## config.mk

```make
export PLATFORM = sky130hd
export DESIGN_NAME = usb_rx_packetizer_flat
export DESIGN_NICKNAME = d
export VERILOG_FILES = /design/src/rtl/usb_rx_packetizer_if.sv /design/src/rtl/usb_rx_packetizer.sv /design/src/flat_wrapper.sv
export SDC_FILE = /design/constraint.sdc
export NUM_CORES = 1
export LEC_CHECK = 0
export ABC_CLOCK_PERIOD_IN_PS = 10100
export CAP_MARGIN = 20
export CELL_PAD_IN_SITES_DETAIL_PLACEMENT = 0
export CELL_PAD_IN_SITES_GLOBAL_PLACEMENT = 1
export CORE_ASPECT_RATIO = 0.8
export CORE_MARGIN = 4
export CORE_UTILIZATION = 49
export DETAILED_ROUTE_END_ITERATION = 7
export GPL_TIMING_DRIVEN = 0
export PLACE_DENSITY_LB_ADDON = 0.25
export SYNTH_ARGS = -nofsm -noshare
export SYNTH_HDL_FRONTEND = slang
export SYNTH_SLANG_ARGS = --single-unit
```

## constraint.sdc

```tcl
create_clock -name clk48 -period 10.1 [get_ports clk48]
set_input_delay 2.02 -clock clk48 [delete_from_list [all_inputs] [get_ports clk48]]
set_output_delay 2.02 -clock clk48 [all_outputs]
set_load 0.01 [all_outputs]
```

## src/rtl/usb_rx_packetizer_if.sv

```systemverilog
`timescale 1ns/1ps
// Packet-buffer write port and receive status of the USB RX packetizer.
// master: driven by the packetizer (buffer word address/value/strobe, got_packet,
// packet_length, packet_error, busy). slave: the buffer / packet-ready logic.
interface usb_rx_packetizer_if #(
    parameter int ADDRESS_WIDTH = 8,
    parameter int LENGTH_WIDTH  = 11
);
    logic [ADDRESS_WIDTH-1:0] buffer_address;
    logic [31:0]              buffer_write_value;
    logic                     buffer_write;
    logic                     got_packet;
    logic [LENGTH_WIDTH-1:0]  packet_length;
    logic                     packet_error;
    logic                     busy;

    modport master (
        output buffer_address, buffer_write_value, buffer_write,
        output got_packet, packet_length, packet_error, busy
    );

    modport slave (
        input buffer_address, buffer_write_value, buffer_write,
        input got_packet, packet_length, packet_error, busy
    );
endinterface

```

## src/rtl/usb_rx_packetizer.sv

```systemverilog
`timescale 1ns/1ps
// Full-speed USB receiver: 4x oversampled clock recovery, NRZI decode, unstuffing,
// SYNC/EOP detection; packs bytes little-endian into 32-bit buffer writes.
// Latency: a word is written 1 cycle after its last bit sample; no backpressure.
// Ports: clk48, reset (async, active high), d_p/d_n raw pads, enable; pkt = buffer
// write port (address, value, strobe) plus got_packet/packet_length/packet_error/busy.
module usb_rx_packetizer #(
    parameter int BUFFER_WORDS  = 256,
    parameter int ADDRESS_WIDTH = 8,
    parameter int LENGTH_WIDTH  = 11
) (
    input  logic                clk48,
    input  logic                reset,
    input  logic                d_p,
    input  logic                d_n,
    input  logic                enable,
    usb_rx_packetizer_if.master pkt
);
    localparam logic [1:0] LS_SE0 = 2'b00;
    localparam logic [1:0] LS_K   = 2'b01;
    localparam logic [1:0] LS_J   = 2'b10;
    localparam logic [1:0] LS_SE1 = 2'b11;
    localparam logic [LENGTH_WIDTH-1:0] MAX_BYTES = LENGTH_WIDTH'(BUFFER_WORDS * 4);

    typedef enum logic [2:0] {
        ST_IDLE, ST_SYNC, ST_DATA, ST_EOP, ST_DONE, ST_ERROR
    } state_t;

    state_t state, state_n;

    logic dp_meta, dp_sync, dn_meta, dn_sync;
    logic [1:0] line_q, line_now, prev_samp;
    logic [1:0] phase;
    logic       sample, bit_one, se0;

    logic [1:0]              zero_cnt;
    logic [2:0]              stuff_cnt;
    logic [2:0]              bit_cnt;
    logic [6:0]              shift_q;
    logic [LENGTH_WIDTH-1:0] byte_cnt;
    logic [31:0]             word_q, merged;
    logic [7:0]              new_byte;
    logic                    se0_seen, err_q;
    logic                    write_q;
    logic [ADDRESS_WIDTH-1:0] addr_q;
    logic [31:0]             value_q;
    logic [LENGTH_WIDTH-1:0] length_q;

    logic in_data, data_bit, stuff_drop, stuff_bad, byte_done, overflow, eop_ok, eop_bad;

    // SE1 is not a legal line state; hold the last legal one instead.
    assign line_now = ({dp_sync, dn_sync} == LS_SE1) ? line_q : {dp_sync, dn_sync};
    // Phase restarts at every line transition, so phase 2 is mid-bit.
    assign sample   = (phase == 2'd2);
    assign bit_one  = (line_q == prev_samp);
    assign se0      = (line_q == LS_SE0);

    always_ff @(posedge clk48 or posedge reset) begin
        if (reset) begin
            dp_meta   <= 1'b1;
            dp_sync   <= 1'b1;
            dn_meta   <= 1'b0;
            dn_sync   <= 1'b0;
            line_q    <= LS_J;
            phase     <= 2'd0;
            prev_samp <= LS_J;
        end else begin
            dp_meta <= d_p;
            dp_sync <= dp_meta;
            dn_meta <= d_n;
            dn_sync <= dn_meta;
            line_q  <= line_now;
            phase   <= (line_now != line_q) ? 2'd0 : phase + 2'd1;
            if (sample) prev_samp <= line_q;
        end
    end

    assign in_data    = sample && (state == ST_DATA) && enable;
    // After six 1s the next bit is a stuffed 0 and never reaches the shifter.
    assign data_bit   = in_data && !se0 && (stuff_cnt != 3'd6);
    assign stuff_drop = in_data && !se0 && (stuff_cnt == 3'd6) && !bit_one;
    assign stuff_bad  = in_data && !se0 && (stuff_cnt == 3'd6) && bit_one;
    assign byte_done  = data_bit && (bit_cnt == 3'd7);
    assign overflow   = byte_done && (byte_cnt == MAX_BYTES);
    assign eop_ok     = in_data && se0 && (bit_cnt == 3'd0) && (byte_cnt != '0);
    assign eop_bad    = in_data && se0 && !((bit_cnt == 3'd0) && (byte_cnt != '0));
    assign new_byte   = {bit_one, shift_q};

    always_comb begin
        merged = word_q;
        case (byte_cnt[1:0])
            2'd0:    merged[7:0]   = new_byte;
            2'd1:    merged[15:8]  = new_byte;
            2'd2:    merged[23:16] = new_byte;
            default: merged[31:24] = new_byte;
        endcase
    end

    // FSM: state register
    always_ff @(posedge clk48 or posedge reset) begin
        if (reset) state <= ST_IDLE;
        else       state <= state_n;
    end

    // FSM: next state
    always_comb begin
        state_n = state;
        if (!enable) begin
            state_n = ST_IDLE;
        end else begin
            case (state)
                ST_IDLE:  if (sample && line_q == LS_K) state_n = ST_SYNC;
                ST_SYNC: begin
                    if (sample) begin
                        if (se0)          state_n = ST_IDLE;
                        else if (bit_one) state_n = (zero_cnt == 2'd3) ? ST_DATA : ST_IDLE;
                    end
                end
                ST_DATA: begin
                    if (stuff_bad || overflow || eop_bad) state_n = ST_ERROR;
                    else if (eop_ok)                      state_n = ST_EOP;
                end
                ST_EOP: begin
                    if (sample) begin
                        if (line_q == LS_J) state_n = ST_DONE;
                        else if (!se0)      state_n = ST_ERROR;
                    end
                end
                ST_DONE:  state_n = ST_IDLE;
                ST_ERROR: if (sample && line_q == LS_J && se0_seen) state_n = ST_IDLE;
                default:  state_n = ST_IDLE;
            endcase
        end
    end

    // FSM: outputs
    always_comb begin
        pkt.busy         = (state != ST_IDLE);
        pkt.got_packet   = (state == ST_DONE) && enable;
        pkt.packet_error = (state == ST_ERROR) && !err_q && enable;
    end

    assign pkt.buffer_write       = write_q;
    assign pkt.buffer_address     = addr_q;
    assign pkt.buffer_write_value = value_q;
    assign pkt.packet_length      = length_q;

    always_ff @(posedge clk48 or posedge reset) begin
        if (reset) begin
            zero_cnt  <= 2'd0;
            stuff_cnt <= 3'd0;
            bit_cnt   <= 3'd0;
            shift_q   <= 7'd0;
            byte_cnt  <= '0;
            word_q    <= 32'd0;
            se0_seen  <= 1'b0;
            err_q     <= 1'b0;
            write_q   <= 1'b0;
            addr_q    <= '0;
            value_q   <= 32'd0;
            length_q  <= '0;
        end else begin
            write_q <= 1'b0;
            err_q   <= (state == ST_ERROR);

            if (state == ST_IDLE) zero_cnt <= 2'd0;
            else if (state == ST_SYNC && sample && !bit_one && zero_cnt != 2'd3)
                zero_cnt <= zero_cnt + 2'd1;

            if (state == ST_SYNC && state_n == ST_DATA) begin
                stuff_cnt <= 3'd0;
                bit_cnt   <= 3'd0;
                byte_cnt  <= '0;
                word_q    <= 32'd0;
            end

            if (stuff_drop) stuff_cnt <= 3'd0;

            if (data_bit) begin
                stuff_cnt <= bit_one ? stuff_cnt + 3'd1 : 3'd0;
                shift_q   <= {bit_one, shift_q[6:1]};
                bit_cnt   <= bit_cnt + 3'd1;
            end

            if (byte_done && !overflow) begin
                byte_cnt <= byte_cnt + LENGTH_WIDTH'(1);
                if (byte_cnt[1:0] == 2'd3) begin
                    write_q <= 1'b1;
                    addr_q  <= byte_cnt[ADDRESS_WIDTH+1:2];
                    value_q <= merged;
                    word_q  <= 32'd0;
                end else begin
                    word_q <= merged;
                end
            end

            // Flush a partly filled word; unfilled upper lanes are already zero.
            if (eop_ok) begin
                length_q <= byte_cnt;
                if (byte_cnt[1:0] != 2'd0) begin
                    write_q <= 1'b1;
                    addr_q  <= byte_cnt[ADDRESS_WIDTH+1:2];
                    value_q <= word_q;
                end
            end

            if (state != ST_ERROR)  se0_seen <= 1'b0;
            else if (sample && se0) se0_seen <= 1'b1;
        end
    end
endmodule

```

## src/flat_wrapper.sv

```systemverilog
// flat-port wrapper written by rule: the top's interface ports become plain ports
module usb_rx_packetizer_flat 
#(
    parameter int BUFFER_WORDS  = 256,
    parameter int ADDRESS_WIDTH = 8,
    parameter int LENGTH_WIDTH  = 11
)
  (clk48, reset, d_p, d_n, enable, pkt_buffer_address, pkt_buffer_write_value, pkt_buffer_write, pkt_got_packet, pkt_packet_length, pkt_packet_error, pkt_busy);
  usb_rx_packetizer_if #(.ADDRESS_WIDTH(ADDRESS_WIDTH), .LENGTH_WIDTH(LENGTH_WIDTH)) pkt_i ();
  input  logic clk48;
  input  logic reset;
  input  logic d_p;
  input  logic d_n;
  input  logic enable;
  output wire logic [$bits(pkt_i.buffer_address)-1:0] pkt_buffer_address;
  output wire logic [$bits(pkt_i.buffer_write_value)-1:0] pkt_buffer_write_value;
  output wire logic [$bits(pkt_i.buffer_write)-1:0] pkt_buffer_write;
  output wire logic [$bits(pkt_i.got_packet)-1:0] pkt_got_packet;
  output wire logic [$bits(pkt_i.packet_length)-1:0] pkt_packet_length;
  output wire logic [$bits(pkt_i.packet_error)-1:0] pkt_packet_error;
  output wire logic [$bits(pkt_i.busy)-1:0] pkt_busy;
  assign pkt_buffer_address = pkt_i.buffer_address;
  assign pkt_buffer_write_value = pkt_i.buffer_write_value;
  assign pkt_buffer_write = pkt_i.buffer_write;
  assign pkt_got_packet = pkt_i.got_packet;
  assign pkt_packet_length = pkt_i.packet_length;
  assign pkt_packet_error = pkt_i.packet_error;
  assign pkt_busy = pkt_i.busy;
  usb_rx_packetizer #(.BUFFER_WORDS(BUFFER_WORDS), .ADDRESS_WIDTH(ADDRESS_WIDTH), .LENGTH_WIDTH(LENGTH_WIDTH)) u_core (.clk48(clk48), .reset(reset), .d_p(d_p), .d_n(d_n), .enable(enable), .pkt(pkt_i));
endmodule
```

* After elaboration in Yosys (flattened, before gate mapping)
Cells that the tools add are included. W data, S select, Z words.
Word-level totals: register bits after elaboration 125, input bits 5, output and inout port bits 55, word-level logic and storage cells 138
Cells by class: $add $sub $neg 5, equal/unequal tests 22, mux-type cells 45, reductions and logical operators 46
Operators by type and width (count):
- $mux W32 | 7
- $mux W8 | 8
- $mux W3 | 16
- $logic_and A1 B1 Y1 | 26
- $mux W11 | 2
- $pmux W3 S5 | 1
- $eq A2 B2 Y1 const B | 6
- $eq A3 B3 Y1 const B | 4
- $add A11 B1 Y11 const B | 1
- $eq A11 B11 Y1 const B | 1
- $reduce_bool A11 Y1 | 1
- $mux W2 | 5
- $reduce_bool A2 Y1 | 5
- $eq A3 B2 Y1 const B | 3
- $add A3 B1 Y3 const B | 2
- $logic_not A3 Y1 | 2
- $mux W1 | 6
- $ne A3 B3 Y1 const B | 2
- $reduce_bool A3 Y1 | 2
- $logic_not A1 Y1 | 5
- $add A2 B1 Y2 const B | 2
- $eq A2 B1 Y1 const B | 2
- $logic_not A2 Y1 | 2
- $eq A3 B1 Y1 const B | 1
- other kinds (5) | 6

* Longest topological paths before layout
Gate-level depths: netlist (run 1).
word-level depth 17, mapped depth 11, depth with buffers taken out 7

* Least setup slack after synthesis (run 1)
OpenSTA, ideal clock, no wires.
kind input -> output, start input port enable, end output port pkt_got_packet, data arrival time 2334 ps, required time 8080 ps, slack 5746 ps, cell stages on the path 2, path buffers 0, path through nand2_1 > nor3_1
On the way: cells in the longest elaborated chain, start to end 1
Ends and longest elaborated chain:
- start, declared | line flat_wrapper.sv:14 | input logic enable;
- $logic_and A1 B1 Y1 | line usb_rx_packetizer.sv:139 | pkt.got_packet = (state == ST_DONE) && enable;
- end, declared | line flat_wrapper.sv:18 | output wire logic [$bits(pkt_i.got_packet)-1:0] pkt_got_packet;
Every way passes these cells.

* Worst setup path in the final report (run 1)
start input port enable, end output port pkt_packet_error
On the way: cells in the longest elaborated chain, start to end 1
Ends and longest elaborated chain:
- $logic_and A1 B1 Y1 | line usb_rx_packetizer.sv:140 | pkt.packet_error = (state == ST_ERROR) && !err_q && enable;
- end, declared | line flat_wrapper.sv:20 | output wire logic [$bits(pkt_i.packet_error)-1:0] pkt_packet_error;
Every way passes these cells.

==> results of run 1 <==
==> routing by layer <==
layer,up-vias,part of all wire [%],track usage [%]
met5,-,0,0
met4,0,1.2,7.35
met3,20,5.1,4.85
met2,137,46,33.5
met1,2270,48,33.9
li1,2057,-,-
==> worst max-delay path: stages <==
cell and delay (ps):
clkdlybuf4s50_1 560, nand2_1 90, nor3_1 130, clkdlybuf4s50_1 560
==> report_power, final <==
group	internal (mW)	switching (mW)	total (mW)
logic	0.0208	0.0401	0.0609
registers	0.510	0.00402	0.514
clock network	0.392	0.239	0.631
==> synth_stat cells, types with 4 or more instances <==
library cell  number  area share (%)
a21boi_0           4            0.52
a21oi_1            7            0.61
a221oi_1           6            0.91
a2bb2oi_1         14             2.1
a32o_1            25             4.4
and3_1            13             1.4
buf_2              9            0.78
buf_6              6             1.2
clkbuf_1          16             1.0
dfrtp_1          121              53
dfstp_2            4             1.8
ha_1              11             2.4
inv_1             23             1.5
mux2_2             8             1.6
mux2i_1           19             3.3
nand2_1           75             4.9
nand3_1           12             1.0
nand4_1            6            0.65
nor2_1            15            0.98
nor3_1            12             1.0
o211ai_1           8             1.0
o21ai_0           20             1.7
o22ai_1           15             1.6
o31ai_1            6            0.78
xnor2_1            4            0.61
==> metrics by stage <==
stage               util (%)  power (mW)  worst slack, ps  hold slack (ps)  cell area [um^2]
floorplan                  -       0.565             4760              331              5750
global placement        56.8       0.581             3050              331              6520
detailed placement      57.1       0.584             4700              349              6560
CTS                     62.5        1.21             4700              360              7170
global route            62.5        1.25             4580              361              7170
finish                  62.5        1.21             4710              353              7170
==> state kept, by name, indices dropped and copies added, names as in the netlist <==
signal / flops
u_core.err_q: 1
u_core.shift_q: 7
u_core.stuff_cnt: 3
u_core.bit_cnt: 3
u_core.line_q: 2
u_core.pkt.buffer_address: 8
u_core.byte_cnt: 11
u_core.pkt.packet_length: 11
u_core.se0_seen: 1
u_core.prev_samp: 2
u_core.pkt.buffer_write_value: 32
u_core.state: 3
u_core.dn_meta: 1
u_core.zero_cnt: 2
u_core.dp_sync: 1
u_core.word_q: 32
u_core.phase: 2
u_core.dp_meta: 1
u_core.pkt.buffer_write: 1
u_core.dn_sync: 1
==> cell families (layout without fill, tap and decap cells) <==
group / after synthesis / count (layout) / share of synthesized area (%)
and+or+nand+nor: 158 / 158 / 14.2
DFF: 125 / 125 / 54.5
buffers and inverters: 62 / 154 / 5.66
adders and majority gates: 11 / 11 / 2.39
xor gates and xnor gates: 6 / 6 / 0.914
AOI/OAI and AO/OA: 126 / 126 / 17.0
muxes: 29 / 29 / 5.27
==> final timing paths <==
check	end	slack, ps	cells after the start	start
worst max-delay path	pkt_packet_error	4710	4	enable
worst min-delay path	u_core.dn_sync	350	0	u_core.dn_meta
min in group asynchronous	u_core.pkt.buffer_address[5]	1960	2	reset
worst max register to register	u_core.pkt.buffer_write_value[6]	7150	9	u_core.phase[0]
worst min register to register	u_core.dn_sync	350	0	u_core.dn_meta
max in group asynchronous	u_core.pkt.buffer_write_value[15]	7360	3	reset
==> cell type report <==
| type | instances | area share (%) |
|---|---|---|
| Timing Repair Buffer | 60 | 8.63 |
| Clock inverter | 15 | 2.58 |
| Inverter | 23 | 1.27 |
| Sequential cell | 125 | 43.7 |
| Buffer | 39 | 3.34 |
| Multi-Input combinational cell | 330 | 31.9 |
| Clock buffer | 17 | 5.94 |
| Tap cell | 148 | 2.58 |
==> impl_summary.txt, run 1 <==
----------------------------------------------------
[Clock tree]
  Clock insertion delay at the later pin of the skew report ... around 400 ps
  Cell at the root of the clock tree ... clkbuf_16
  Hold Buf Count CTS ... 0
  Buffer count from post-CTS setup fixing ... 0
  Number of sinks handled by clock tree synthesis ... 125
  Number of H-tree levels ... 4
  CTS resizes ... 0
  Clock transition at the registers of the reported paths ... approximately 60 ps
  Maximum count of clock buffers along a single path ... 2
  Number of buffers created by CTS ... 17
  TritonCTS clock tree ... done

[GRT]
  GR Util All Layers ... a little under a quarter
  Vias in the first global route ... between 4,000 and 5,000
  First-pass GRT wire length ... 24.2 mm
  Overflow left after global routing ... 0
  Pin count of the biggest net entering global routing ... 96
  Initial antenna violation count ... 0

[Layout]
  Area growth from synthesis to layout ... 24.7%
  Antenna diode count ... 0
  Final-layout fill cell count ... 931
  Most used cells in the layout excluding fill and tap cells ... dfrtp_1 (121), nand2_1 (75), clkdlybuf4s50_1 (59), a32o_1 (25), inv_1 (22)
  Proportion of layout cells with a drive suffix above 1 ... about 14%
  Register area ... roughly 3100 um^2
  Most frequent standard cell in the layout excluding fill and tap cells ... dfrtp_1
  Final layout net count ... roughly 610
  Fin cells ... 757
  Total area of multi-input combinational cells ... between 2000 and 2500 um^2

[Setup path]
  Type of the worst setup path ... primary input to primary output
  Kind of capture point of the worst setup path ... primary output
  Crit start category ... primary input
  Req. time, crit path ... 8080 ps
  Worst-path maximum fanout ... 6
  Arrival time at the worst endpoint ... roughly 3400 ps

[STA]
  Number of hold-slack violations in the final timing report ... 0
  Unrepaired setup endpoints after global routing ... false
  Ratio of final minimum period to clock period ... roughly 53%
  Slew @ Worst Pin ... about 850 ps
  Achievable Freq ... 186 MHz
  Setup violation total in the final timing report ... 0
  Period minus WS final ... 5390 ps
  Worst clock skew on the final layout ... between 10 and 15 ps
  Summed negative setup slack over all endpoints ... 0 ps
  Count of pins over their slew limit ... 0
  Slew Limit Headroom ... 43.0%

[Floorplan]
  Die Footprint ... ~14,000 um^2
  Number of top-level pins ... 60
  Effective utilization at floorplan ... 50.1%
  Area of the core ... 11,500 um^2
  Die Wd ... 129 um
  Die height ... roughly 100 um
  Number of standard-cell rows in the floorplan ... 35

[Routing]
  Remaining DRCs ... 0
  Mean routed wirelength per cell ... around 19 um
  DRT antenna net count ... 0
  Sum of routed wire length over all layers ... 14.4 mm
  Vias per cell ... 5.92
  Iter 0 DRT Violations ... 504
  Vias ... ~4,500
  TritonRoute pass-1 iters ... 5

[Min path]
  Tightest Hold Check Type ... flip-flop to flip-flop

[Outcome]
  Result of the run ... completed

[Job]
  Count of max-cap constraint violations ... 0

[Synth]
  Number of nets in the synthesized netlist ... roughly 530
  Async set or reset register ratio after synthesis ... between 90% and 100%
  Count of state elements after synthesis ... approximately 130
  Warnings from Yosys ... 0
  Unique cell type count in the Yosys netlist ... between 60 and 70
  Combined area of all synthesized cells ... ~5700 um^2
  Post-synth top flop ... dfrtp_1
  Number of flops mapped to enable cells by yosys ... 0
  Sequential fraction of the synthesis area ... roughly 55%
  Average instance area after synthesis ... approximately 11 um^2
  Post-synthesis instance total ... slightly above 500

[Place]
  Number of I/O port buffers ... 59
  Number of placed instances, taps included ... slightly above 700
  Detailed-placement wirelength estimate ... 9.63 mm
  Weighted congestion at the end of routability-driven global placement ... a little under 0.8

[Power]
  Static leakage ... about 3.3 nW
  Worst VDD drop ... between 0.1 and 0.15 mV
  Cell Pwr Density ... roughly 170 nW/um^2

----------------------------------------------------
(Power assumes the default switching activity.)
==> run 2, diff against run 1 <==
- ABC_CLOCK_PERIOD_IN_PS: 10100 -> 5450
- CORE_UTILIZATION: 49 -> 45
- clock period: 10.1 -> 5.45 ns (I/O delays scaled with it)
==> impl_summary.txt, run 2 (synthesized netlist as in run 1, its figures left out) <==
----------------------------------------------------
[Outcome]
  Result of the run ... completed

[STA]
  Achievable Freq ... about 280 MHz
  Worst clock skew on the final layout ... 7.12 ps (-3.30 ps)
  Period minus WS final ... ~3500 ps
  Count of pins over their slew limit ... 0 (unchanged)
  Ratio of final minimum period to clock period ... about two thirds
  Unrepaired setup endpoints after global routing ... false
  Slew Limit Headroom ... 42.3% (-0.69 points)
  Number of hold-slack violations in the final timing report ... 0 (unchanged)
  Hold WS ... 350 ps (-2.96 ps)
  Setup violation total in the final timing report ... 0 (unchanged)
  Slew @ Worst Pin ... 859 ps (+10.2 ps)

[Layout]
  Most frequent standard cell in the layout excluding fill and tap cells ... dfrtp_1
  Final-layout fill cell count ... 1,050 (+13%)
  Final std cell area, no fill ... 7180 um^2 (+0.17%)
  Final layout net count ... 612 (unchanged)
  Area growth from synthesis to layout ... 24.9%
  Proportion of layout cells with a drive suffix above 1 ... 13.5% (-0.66 points)
  Fin cells ... 780 (+3.0%)
  Antenna diode count ... 0 (unchanged)
  Final core utilization ... 58.2% (-4.3 points)
  Most used cells in the layout excluding fill and tap cells ... dfrtp_1 (121), nand2_1 (75), clkdlybuf4s50_1 (59), a32o_1 (25), inv_1 (22)

[Setup path]
  Arrival time at the worst endpoint ... 2440 ps (-930 ps)
  Worst-path maximum fanout ... 6 (unchanged)
  Kind of capture point of the worst setup path ... primary output
  Crit start category ... primary input
  Worst Reg-to-Reg Cells ... 9 (unchanged)
  Req. time, crit path ... 4360 ps (-3720 ps)
  Type of the worst setup path ... primary input to primary output

[Routing]
  Sum of routed wire length over all layers ... 14.0 mm (-2.6%)
  Vias ... 4,354 (-2.9%)
  TritonRoute pass-1 iters ... 6 (+1)
  Iter 0 DRT Violations ... 343 (-32%)
  Vias per cell ... 5.58 (-5.8%)
  Remaining DRCs ... 0 (unchanged)
  Mean routed wirelength per cell ... 17.9 um (-5.5%)
  DRT antenna net count ... 0 (unchanged)

[Floorplan]
  Number of top-level pins ... 60 (unchanged)
  Number of standard-cell rows in the floorplan ... 36 (+2.9%)
  Die height ... 109 um (+4.0%)
  Die Footprint ... 14,700 um^2 (+8.3%)
  Area of the core ... 12,300 um^2 (+7.6%)
  Die Wd ... 134 um (+4.1%)
  Effective utilization at floorplan ... 46.6% (-3.5 points)

[Clock tree]
  Clock insertion delay at the later pin of the skew report ... 410 ps (about the same)
  CTS resizes ... 0 (unchanged)
  TritonCTS clock tree ... done
  Number of H-tree levels ... 4 (unchanged)
  Maximum count of clock buffers along a single path ... 2 (unchanged)
  Clock transition at the registers of the reported paths ... 60 ps (about the same)
  Hold Buf Count CTS ... 0 (unchanged)
  Number of sinks handled by clock tree synthesis ... 125 (unchanged)
  Number of buffers created by CTS ... 17 (unchanged)
  Cell at the root of the clock tree ... clkbuf_16
  Buffer count from post-CTS setup fixing ... 0 (unchanged)

[Power]
  Clock power share ... 51.8% (-0.5 points)
  Cell Pwr Density ... 307 nW/um^2 (+82%)
  Net load switching power ... 489 uW (+73%)
  Static leakage ... 3.31 nW (-0.44%)
  Internal power component ... 1.72 mW (+86%)
  Reg power frac ... 43.2% (+0.6 points)
  Sw Share ... 22.2% (-1.3 points)
  Combinational Power Share ... 5.0% (about the same)
  Worst VDD drop ... 0.249 mV (+140%)

[Place]
  Weighted congestion at the end of routability-driven global placement ... 0.790 (-0.20%)
  Number of I/O port buffers ... 59 (unchanged)
  Detailed-placement wirelength estimate ... 9.50 mm (-1.4%)
  Number of placed instances, taps included ... 748 (+3.2%)
  Placed cell area ... 6580 um^2 (+0.44%)

[GRT]
  Initial antenna violation count ... 0 (unchanged)
  First-pass GRT wire length ... 23.1 mm (-4.4%)
  GR Util All Layers ... 20.2% (-2.6 points)
  Vias in the first global route ... 4,367 (-3.5%)
  Overflow left after global routing ... 0 (unchanged)
  Pin count of the biggest net entering global routing ... 64 (-33%)

[Job]
  Count of max-cap constraint violations ... 0 (unchanged)

[Min path]
  WHS Path Cells ... 0 (unchanged)
  Tightest Hold Check Type ... flip-flop to flip-flop

----------------------------------------------------
## run 2: power by group through the flow
stage / Combinational [mW] / Sequential (mW) / Clock [mW]
final: 0.110 / 0.952 / 1.14
after global routing: 0.123 / 0.954 / 1.20
after CTS: 0.112 / 0.952 / 1.16
after detailed placement: 0.112 / 0.969 / 0
after global placement: 0.108 / 0.969 / 0
after floorplan: 0.0793 / 0.968 / 0
## run 2: area by class of cell
type | instances | area, um^2 | area share [%]
plain buffers | 39 | 239 | 3.33
clock buffers | 22 | 454 | 6.33
clock inverters | 10 | 140 | 1.95
inverters | 23 | 91.3 | 1.27
multi-input cells | 330 | 2290 | 31.9
flip-flops and latches | 125 | 3130 | 43.6
well taps | 171 | 214 | 2.98
repair buffers | 60 | 618 | 8.61
## run 2: critical path: stages
cell             delay, ps
clkdlybuf4s50_1        560
nand2_1                100
nor3_1                 140
clkdlybuf4s50_1        560
## run 2: through the flow
step / TNS (ps) / worst slack (ps) / total power [mW]
global placement: -85330 / -716 / 1.08
CTS: 0 / 1910 / 2.22
finish: 0 / 1920 / 2.20
detailed placement: 0 / 1740 / 1.08
floorplan: 0 / 1040 / 1.05
global route: 0 / 1830 / 2.28
## run 2: per-layer routing
layer,GRT usage (%),up-vias,routed length (um)
met5,0,-,0
met2,30.8,93,6220
met4,6.90,0,235
li1,-,2052,-
met3,4.89,21,603
met1,28.5,2188,6920
## run 2: worst paths after layout
check / start / endpoint / slack [ps]
max in group asynchronous: reset / u_core.prev_samp[1] / 3590
min in group asynchronous: reset / u_core.pkt.packet_length[6] / 1130
setup / recovery: enable / pkt_got_packet / 1920
setup reg to reg: u_core.phase[0] / u_core.pkt.buffer_write_value[5] / 2490
hold / removal: u_core.dn_meta / u_core.dn_sync / 350
hold reg to reg: u_core.dn_meta / u_core.dn_sync / 350
==> run 3, diff against run 2 <==
- ABC_CLOCK_PERIOD_IN_PS: 5450 -> 3000
- CORE_UTILIZATION: 45 -> 41
- clock period: 5.45 -> 3 ns (I/O delays scaled with it)
==> impl_summary.txt, run 3 (synthesized netlist as in run 1, its figures left out) <==
----------------------------------------------------
[Outcome]
  Result of the run ... completed

[Place]
  Placed cell area ... 6630 um^2 (+0.65%)
  Post-place setup slack ... -216 ps (-1960 ps)
  Weighted congestion at the end of routability-driven global placement ... 0.781 (-1.2%)
  Detailed-placement wirelength estimate ... 9.84 mm (+3.6%)
  Number of placed instances, taps included ... 759 (+1.5%)
  Number of I/O port buffers ... 59 (unchanged)

[Routing]
  Vias per cell ... 5.48 (-1.8%)
  TritonRoute pass-1 iters ... 5 (-1)
  Mean routed wirelength per cell ... 18.2 um (+1.3%)
  DRT antenna net count ... 0 (unchanged)
  Remaining DRCs ... 0 (unchanged)
  Iter 0 DRT Violations ... 368 (+7.3%)
  Vias ... 4,338 (-0.37%)
  Sum of routed wire length over all layers ... 14.4 mm (+2.7%)

[Min path]
  Worst Hold Path EP ... u_core.dn_sync
  WHS Path Cells ... 0 (unchanged)
  Origin of the worst min-delay path ... u_core.dn_meta
  Tightest Hold Check Type ... flip-flop to flip-flop

[Setup path]
  Arrival time at the worst endpoint ... 2970 ps (+530 ps)
  Worst Reg-to-Reg Cells ... 8 (-1)
  Req. time, crit path ... 3270 ps (-1090 ps)
  Crit Reg-Reg Startpoint ... u_core.phase[0]
  Worst reg2reg endpoint ... u_core.pkt.buffer_write_value[29]
  Worst-path maximum fanout ... 10 (+4)
  Reg2reg setup slack ... 300 ps (-2190 ps)
  Type of the worst setup path ... flip-flop to flip-flop
  Crit start category ... flip-flop
  Kind of capture point of the worst setup path ... flip-flop

[Power]
  Worst VDD drop ... 0.387 mV (+55%)
  Cell Pwr Density ... 542 nW/um^2 (+77%)
  Final Total Pwr ... 3.90 mW (+77%)
  Static leakage ... 3.31 nW (about the same)

[Clock tree]
  Hold Buf Count CTS ... 0 (unchanged)
  CTS resizes ... 0 (unchanged)
  Cell at the root of the clock tree ... clkbuf_16
  Maximum count of clock buffers along a single path ... 2 (unchanged)
  Buffer count from post-CTS setup fixing ... 0 (unchanged)
  Number of H-tree levels ... 4 (unchanged)
  Number of sinks handled by clock tree synthesis ... 125 (unchanged)
  Clock transition at the registers of the reported paths ... 60 ps (about the same)
  TritonCTS clock tree ... done
  Number of buffers created by CTS ... 17 (unchanged)
  Clock insertion delay at the later pin of the skew report ... 420 ps (about the same)

[Floorplan]
  Die Footprint ... 16,000 um^2 (+9.1%)
  Die Wd ... 140 um (+4.5%)
  Number of standard-cell rows in the floorplan ... 38 (+5.6%)
  Number of top-level pins ... 60 (unchanged)
  Die height ... 114 um (+4.4%)
  Area of the core ... 13,600 um^2 (+11%)
  Effective utilization at floorplan ... 42.1% (-4.4 points)

[STA]
  Setup violation total in the final timing report ... 0 (unchanged)
  PnR worst setup slack ... 302 ps (-1620 ps)
  Hold WS ... 352 ps (+1.80 ps)
  Unrepaired setup endpoints after global routing ... false
  Period minus WS final ... around 2700 ps
  Number of hold-slack violations in the final timing report ... 0 (unchanged)
  Slew Limit Headroom ... 52.9% (+11 points)
  Summed negative setup slack over all endpoints ... 0 ps (unchanged)
  Count of pins over their slew limit ... 0 (unchanged)
  Worst clock skew on the final layout ... 11.8 ps (+4.67 ps)
  Slew @ Worst Pin ... 707 ps (-152 ps)
  Ratio of final minimum period to clock period ... approximately nine tenths
  Achievable Freq ... 371 MHz

[Layout]
  Register area ... 3130 um^2 (unchanged)
  Final std cell area, no fill ... 7200 um^2 (+0.24%)
  Area growth from synthesis to layout ... 25.2%
  Final core utilization ... 52.7% (-5.4 points)
  Most used cells in the layout excluding fill and tap cells ... dfrtp_1 (121), nand2_1 (75), clkdlybuf4s50_1 (59), a32o_1 (25), inv_1 (22)
  Most frequent standard cell in the layout excluding fill and tap cells ... dfrtp_1
  Antenna diode count ... 0 (unchanged)
  Final layout net count ... 614 (+0.33%)
  Fin cells ... 791 (+1.4%)
  Proportion of layout cells with a drive suffix above 1 ... 14.1% (+0.61 points)
  Final-layout fill cell count ... 1,183 (+13%)
  Total area of multi-input combinational cells ... 2300 um^2 (+0.38%)

[GRT]
  Overflow left after global routing ... 0 (unchanged)
  First-pass GRT wire length ... 23.8 mm (+3.2%)
  Pin count of the biggest net entering global routing ... 44 (-31%)
  Vias in the first global route ... 4,343 (-0.55%)
  GR Util All Layers ... 18.9% (-1.3 points)
  Initial antenna violation count ... 0 (unchanged)

[Job]
  Count of max-cap constraint violations ... 0 (unchanged)

----------------------------------------------------
run 3: cell type report:
class / instances / area share (%)
timing repair buffer: 62 / 9.04
clock buffer: 21 / 6.12
multi-input combinational: 330 / 31.9
buffer: 39 / 3.32
sequential: 125 / 43.5
inverter: 23 / 1.25
clock inverter: 11 / 1.67
tap: 180 / 3.13
run 3: power breakdown:
group,leakage (nW),switching [mW],internal [mW]
logic,1.33,0.137,0.0741
registers,1.72,0.0122,1.72
clock network,0.267,0.740,1.22
run 3: how the worst max path moves through the flow:
stage                                                    to  slack, ps            start
after floorplan           u_core.pkt.buffer_write_value[15]        770           enable
after global placement                    u_core.word_q[18]       -280            reset
after detailed placement   u_core.pkt.buffer_write_value[5]       -220           enable
after CTS                  u_core.pkt.buffer_write_value[2]         70  u_core.phase[0]
after global routing      u_core.pkt.buffer_write_value[30]         30  u_core.phase[0]
final                     u_core.pkt.buffer_write_value[29]        300  u_core.phase[0]
run 3: worst max-delay path, stage by stage (launching register included):
cell and delay, ps:
dfrtp_1 370, inv_1 60, ha_1 130, buf_4 150
nor3b_1 530, nand2_2 220, nor4_4 520, clkbuf_1 410
o21ai_0 170
run 3: routing by layer:
layer  global-route usage [%]  up-vias  wire length (um)
met3                     4.02       10               670
li1                         -     2051                 -
met4                     5.10        0               141
met1                     27.9     2179              7060
met5                        0        -                 0
met2                     28.5       98              6490
==> RTL edit 1 (config.mk and constraints of run 1) <==
The 6 states of `state_t` get a Gray code encoding in 3 bits.
--- a/src/rtl/usb_rx_packetizer.sv
+++ b/src/rtl/usb_rx_packetizer.sv
@@ -25,3 +25,3 @@
     typedef enum logic [2:0] {
-        ST_IDLE, ST_SYNC, ST_DATA, ST_EOP, ST_DONE, ST_ERROR
+        ST_IDLE = 3'b000, ST_SYNC = 3'b001, ST_DATA = 3'b011, ST_EOP = 3'b010, ST_DONE = 3'b110, ST_ERROR = 3'b111
     } state_t;
Behaviour: same outputs for any inputs over 10 cycles, from zero or initial values and one cycle with reset high; not proved beyond that.
==> RTL edit 1 against run 1 <==
Routed wire length is 7.9% lower; register-to-register slack better by 490 ps; critical path type unchanged; setup slack worse by 26 ps; synthesized area is 0.94% lower; synthesized cell count is 8.9% lower; fmax is 0.49% lower; cell area is 0.17% lower; power is 3.5% higher; sequential cell count stayed put; critical path depth is 1 lower; critical endpoint unchanged.
==> RTL edit 1: results (changes against run 1) <==
| Metric | Value |
|---|---|
| Status | complete, no violations |
| Max FO, Critical Path | 8 (+2) |
| Max_slew headroom | 0.482 (+0.0523) |
| Gr usage total | 0.208 (-0.0210) |
| Register area share after synthesis | 0.550 (+0.00515) |
| First element of the critical path | enable |
| Clk root buf | clkbuf_16 |
| Share of layout cells above drive strength 1 | 0.185 (+0.0435) |
| Clock Skew | 6.99 ps (-3.43 ps) |
| Avg Vias per Cell | 5.89 (-0.52%) |
| Synth warn | 0 (unchanged) |
| First-pass GRT wire length | 21.7 mm (-10%) |
| NumNets Final | 566 (-7.5%) |
| Post-synth ARST share | 1.00 (unchanged) |
| H-tree Lvls | 4 (unchanged) |
| WL/cell | 18.7 microns (-1.4%) |
| N_diodes | 0 (unchanged) |
| 1st-iter DRT viols | 396 (-21%) |
| Commonest cells post-synth | dfrtp_1, nand2_1, a32o_1 |
| Post-route setup slack | 4690 ps (-26.3 ps) |
| TritonCTS buffer count | 17 (unchanged) |
| Largest cells by area after synthesis | dfrtp_1, mux2_2, a32o_1, a2bb2oi_1, mux2i_1 |
| RR Startpoint | u_core.byte_cnt[0]$_DFFE_PP0P_ |
| Syn_nets | 487 (-8.6%) |
| Internal power | 973 uW (+5.5%) |
| Hpwl dp | 8.86 mm (-8.0%) |
| Placed cell areas | 6500 sq um (-0.90%) |
| Worst r2r path cells | 7 (-2) |
| Worst skew pair latency | between 400 and 500 ps |
| Post-synth cell types | 57 (-9.5%) |
| Placer congestion estimate | 0.822 (+3.8%) |
| Setup Fix Bufs, Post-CTS | 0 (unchanged) |
| CP arrival | 3390 ps (+20 ps) |
| CTS Buffer Depth | 2 (unchanged) |
| Largest net degree at the start of global routing | 100 (+4.2%) |
| FF-to-FF setup slack | 7640 ps (+490 ps) |
| Vias in the first global route | 3,981 (-12%) |
| Worst vdd ir | 0.127 mV (+20%) |
| CP peak stage delay | 590 ps (+30 ps) |
| Clock transition at the registers of the reported paths | approximately 50 ps |
| Worst min path class | reg2reg |
| Cts repair resizes | 0 (unchanged) |
| PortBufs | 59 (unchanged) |
| Slowest CP cell | clkdlybuf4s50_1 |
| FF-to-FF End | u_core.pkt.buffer_write_value[18]$_DFF_PP0_ |
| Crit path to | pkt_packet_error |
| 1st-pass router iterations | 5 (unchanged) |
| Antenna violations before repair | 0 (unchanged) |
| Leakage Power | 0.00337 uW (+1.4%) |
-- RTL edit 1: cell types whose count changed after synthesis, sizes merged, moves of 8 or more --
cell,change
mux2,+14
nand2,-46
nor3,-10
o211ai,-8
o21ai,-9
o22ai,+12
-- RTL edit 1: cell type report --
cell class              count  area, sq um
well taps                 144          180
inverters                  17         68.8
clock inverters            14          218
flip-flops and latches    125         3130
plain buffers              36          210
fillers                   837         3950
clock buffers              18          439
multi-input cells         293         2290
repair buffers             60          618
-- RTL edit 1: cells by family (layout without fill, tap and decap cells) --
group / Yosys count / count (layout) / share of synthesized area
fa+ha+maj: 11 / 11 / 0.0242
flops: 125 / 125 / 0.550
simple gates: 116 / 116 / 0.121
buf+inv: 53 / 145 / 0.0481
mux: 40 / 40 / 0.0756
xor+xnor: 5 / 5 / 0.00901
compound gates: 121 / 121 / 0.172
-- RTL edit 1: critical path, delay by kind of cell --
kind,cells,cell delay (ps)
buffers and inverters,2,1160
and+or+nand+nor,1,210
-- RTL edit 1: power by group through the flow --
stage,clock network [uW],registers [uW],logic (uW)
2_1_floorplan,0,523,41.2
3_3_place_gp,0,523,56.7
3_5_place_dp,0,523,59.4
4_1_cts,681,515,59.8
5_1_grt,705,516,65.2
6_report,674,515,59.4
-- RTL edit 1: how the worst min path moves through the flow --
stage,startpoint,to,slack (ps),cells past startpoint
after floorplan,u_core.dn_meta$_DFF_PP0_,u_core.dn_sync$_DFF_PP0_,330,0
after global placement,u_core.dn_meta$_DFF_PP0_,u_core.dn_sync$_DFF_PP0_,330,0
after detailed placement,u_core.dn_meta$_DFF_PP0_,u_core.dn_sync$_DFF_PP0_,330,0
after CTS,u_core.dn_meta$_DFF_PP0_,u_core.dn_sync$_DFF_PP0_,350,0
after global routing,u_core.dn_meta$_DFF_PP0_,u_core.dn_sync$_DFF_PP0_,360,0
final,u_core.dn_meta$_DFF_PP0_,u_core.dn_sync$_DFF_PP0_,350,0
-- RTL edit 1: metal layers --
metal  vias to the layer above  GRT usage  share of wire
met5                         -          0              0
met4                         0     0.0720         0.0082
met3                        10     0.0395          0.052
met2                       116      0.298           0.44
met1                      2114      0.315           0.50
li1                       1926          -              -
-- RTL edit 1: metrics by stage --
stage,instances,utilization
2_1_floorplan,471,-
3_3_place_gp,674,0.582
3_5_place_dp,675,0.585
4_1_cts,707,0.644
5_1_grt,707,0.644
6_report,707,0.644
==> RTL edit 2 (settings of run 1) <==
Made on the original files. `LENGTH_WIDTH` is set to 11 in 3 places; all go to 10.
--- a/src/rtl/usb_rx_packetizer_if.sv
+++ b/src/rtl/usb_rx_packetizer_if.sv
@@ -6,3 +6,3 @@
     parameter int ADDRESS_WIDTH = 8,
-    parameter int LENGTH_WIDTH  = 11
+    parameter int LENGTH_WIDTH  = 10
 );
--- a/src/rtl/usb_rx_packetizer.sv
+++ b/src/rtl/usb_rx_packetizer.sv
@@ -9,3 +9,3 @@
     parameter int ADDRESS_WIDTH = 8,
-    parameter int LENGTH_WIDTH  = 11
+    parameter int LENGTH_WIDTH  = 10
 ) (
--- a/src/flat_wrapper.sv
+++ b/src/flat_wrapper.sv
@@ -5,3 +5,3 @@
     parameter int ADDRESS_WIDTH = 8,
-    parameter int LENGTH_WIDTH  = 11
+    parameter int LENGTH_WIDTH  = 10
 )
Interface: changed (resized pkt_packet_length); port bits go from 60 to 59. The function was not compared with the original's and may differ.
==> RTL edit 2 against run 1 <==
First-iteration DRC count decreased by 42%; sequential power down 1%; critical path depth is 1 lower; routed wire length grew 2.2%; power down 1.3%; synthesized area rose by 0.85%; largest power group unchanged; highest routed layer unchanged; cell area is 0.73% higher; critical path type unchanged; sequential cell count is 2 lower; setup slack got worse by 26 ps.
==> RTL edit 2: results (changes against run 1) <==
| Metric | Value |
|---|---|
| TritonCTS buffer count | 17 (unchanged) |
| CP peak stage delay | 600 ps (+40 ps) |
| NumNets Final | 638 (+4.2%) |
| Placed Cells | 750 (+3.4%) |
| Register area share after synthesis | 0.532 (-0.0132) |
| Placer congestion estimate | 0.878 (+11%) |
| Leakage Power | 0.00349 uW (+4.9%) |
| Post-synth ARST share | 1.00 (unchanged) |
| Clk root buf | clkbuf_16 |
| Status | complete, no violations |
| Vias in the first global route | 4,510 (-0.31%) |
| First-pass GRT wire length | 23.5 mm (-2.8%) |
| Vias post-DR | 4,564 (+1.8%) |
| Syn_nets | 559 (+4.9%) |
| Hold Startpoint | u_core.dn_meta$_DFF_PP0_ |
| Cts repair resizes | 0 (unchanged) |
| Gr usage total | 0.221 (-0.00739) |
| Post-synth cell types | 61 (-3.2%) |
| Finished Layout Cells | 783 (+3.4%) |
| First element of the critical path | enable |
| Worst skew pair latency | 420 ps |
| Filler instances | 902 (-3.1%) |
| Worst vdd ir | 0.110 mV (+4.4%) |
| Commonest cells post-synth | dfrtp_1, nand2_1, nor2_1 |
| RR Startpoint | u_core.line_q[1]$_DFF_PP1_ |
| N_diodes | 0 (unchanged) |
| Clock transition at the registers of the reported paths | 60 ps (about the same) |
| Hpwl dp | 9.78 mm (+1.6%) |
| Cell count after synthesis | 543 (+5.0%) |
| Least-Margin Pin Slew | 1020 ps (+171 ps) |
| Placed cell areas | 6590 sq um (+0.59%) |
| WL/cell | 18.7 microns (-1.2%) |
| 1st-pass router iterations | 5 (unchanged) |
| Max FO, Critical Path | 7 (+1) |
| Pre-CTS WS | 4670 ps (-35.5 ps) |
| CP arrival | 3390 ps (+20 ps) |
| Largest cells by area after synthesis | dfrtp_1, nand2_1, mux2_2, a2bb2oi_1, ha_1 |
| PortBufs | 58 (-1.7%) |
| Share of layout cells above drive strength 1 | 0.145 (+0.00367) |
| 1st-iter DRT viols | 292 (-42%) |
| Largest net degree at the start of global routing | 92 (-4.2%) |
| Clock Skew | 11.2 ps (+0.739 ps) |
RTL edit 2: changes by cell type after synthesis, moves of 10 or more:
cell     before  now
a32o_1       25    0
nor2_1       15   36
a22oi_1       0   14
nand2_1      75   44
a21oi_1       7   17
RTL edit 2: path summary, 6_finish.rpt:
check                                                          to  slack (ps)  cells past startpoint
min in group asynchronous       u_core.pkt.buffer_write$_DFF_PP0_        1950                      2
worst min register to register           u_core.dn_sync$_DFF_PP0_         350                      0
max in group asynchronous              u_core.line_q[1]$_DFF_PP1_        7370                      3
worst min-delay path                     u_core.dn_sync$_DFF_PP0_         350                      0
worst max register to register       u_core.word_q[8]$_DFFE_PP0P_        7180                      7
worst max-delay path                             pkt_packet_error        4690                      3
RTL edit 2: final cells by class:
class                   count  area (sq um)  share of cell area
multi-input cells         350          2420               0.335
plain buffers              40           181              0.0251
clock buffers              19           453              0.0627
clock inverters            13           166              0.0231
repair buffers             60           613              0.0849
well taps                 148           185              0.0257
inverters                  30           118              0.0163
flip-flops and latches    123          3080               0.427
RTL edit 2: worst max-delay path: cells and delay by family:
| kind | cells | cell delay, ps |
|---|---|---|
| buffers and inverters | 2 | 1160 |
| AND/OR/NAND/NOR | 1 | 210 |
RTL edit 2: report_power, final:
part           switching, uW  internal, uW
Combinational           34.1          16.3
Clock                    230           403
Sequential              4.65           502
Total                    268           921
RTL edit 2: kinds of logic after synthesis:
family / synth area share
xor+xnor: 0.00756
mux: 0.0652
compound gates: 0.175
buf+inv: 0.0507
flops: 0.532
simple gates: 0.146
fa+ha+maj: 0.0237
RTL edit 2: per-layer routing:
layer,share of wire,vias up,routed length [microns],global-route usage
li1,-,2127,-,-
met1,0.48,2286,7020,0.321
met4,0.016,0,233,0.0757
met5,0,-,0,0
met2,0.45,131,6600,0.325
met3,0.056,20,823,0.0542
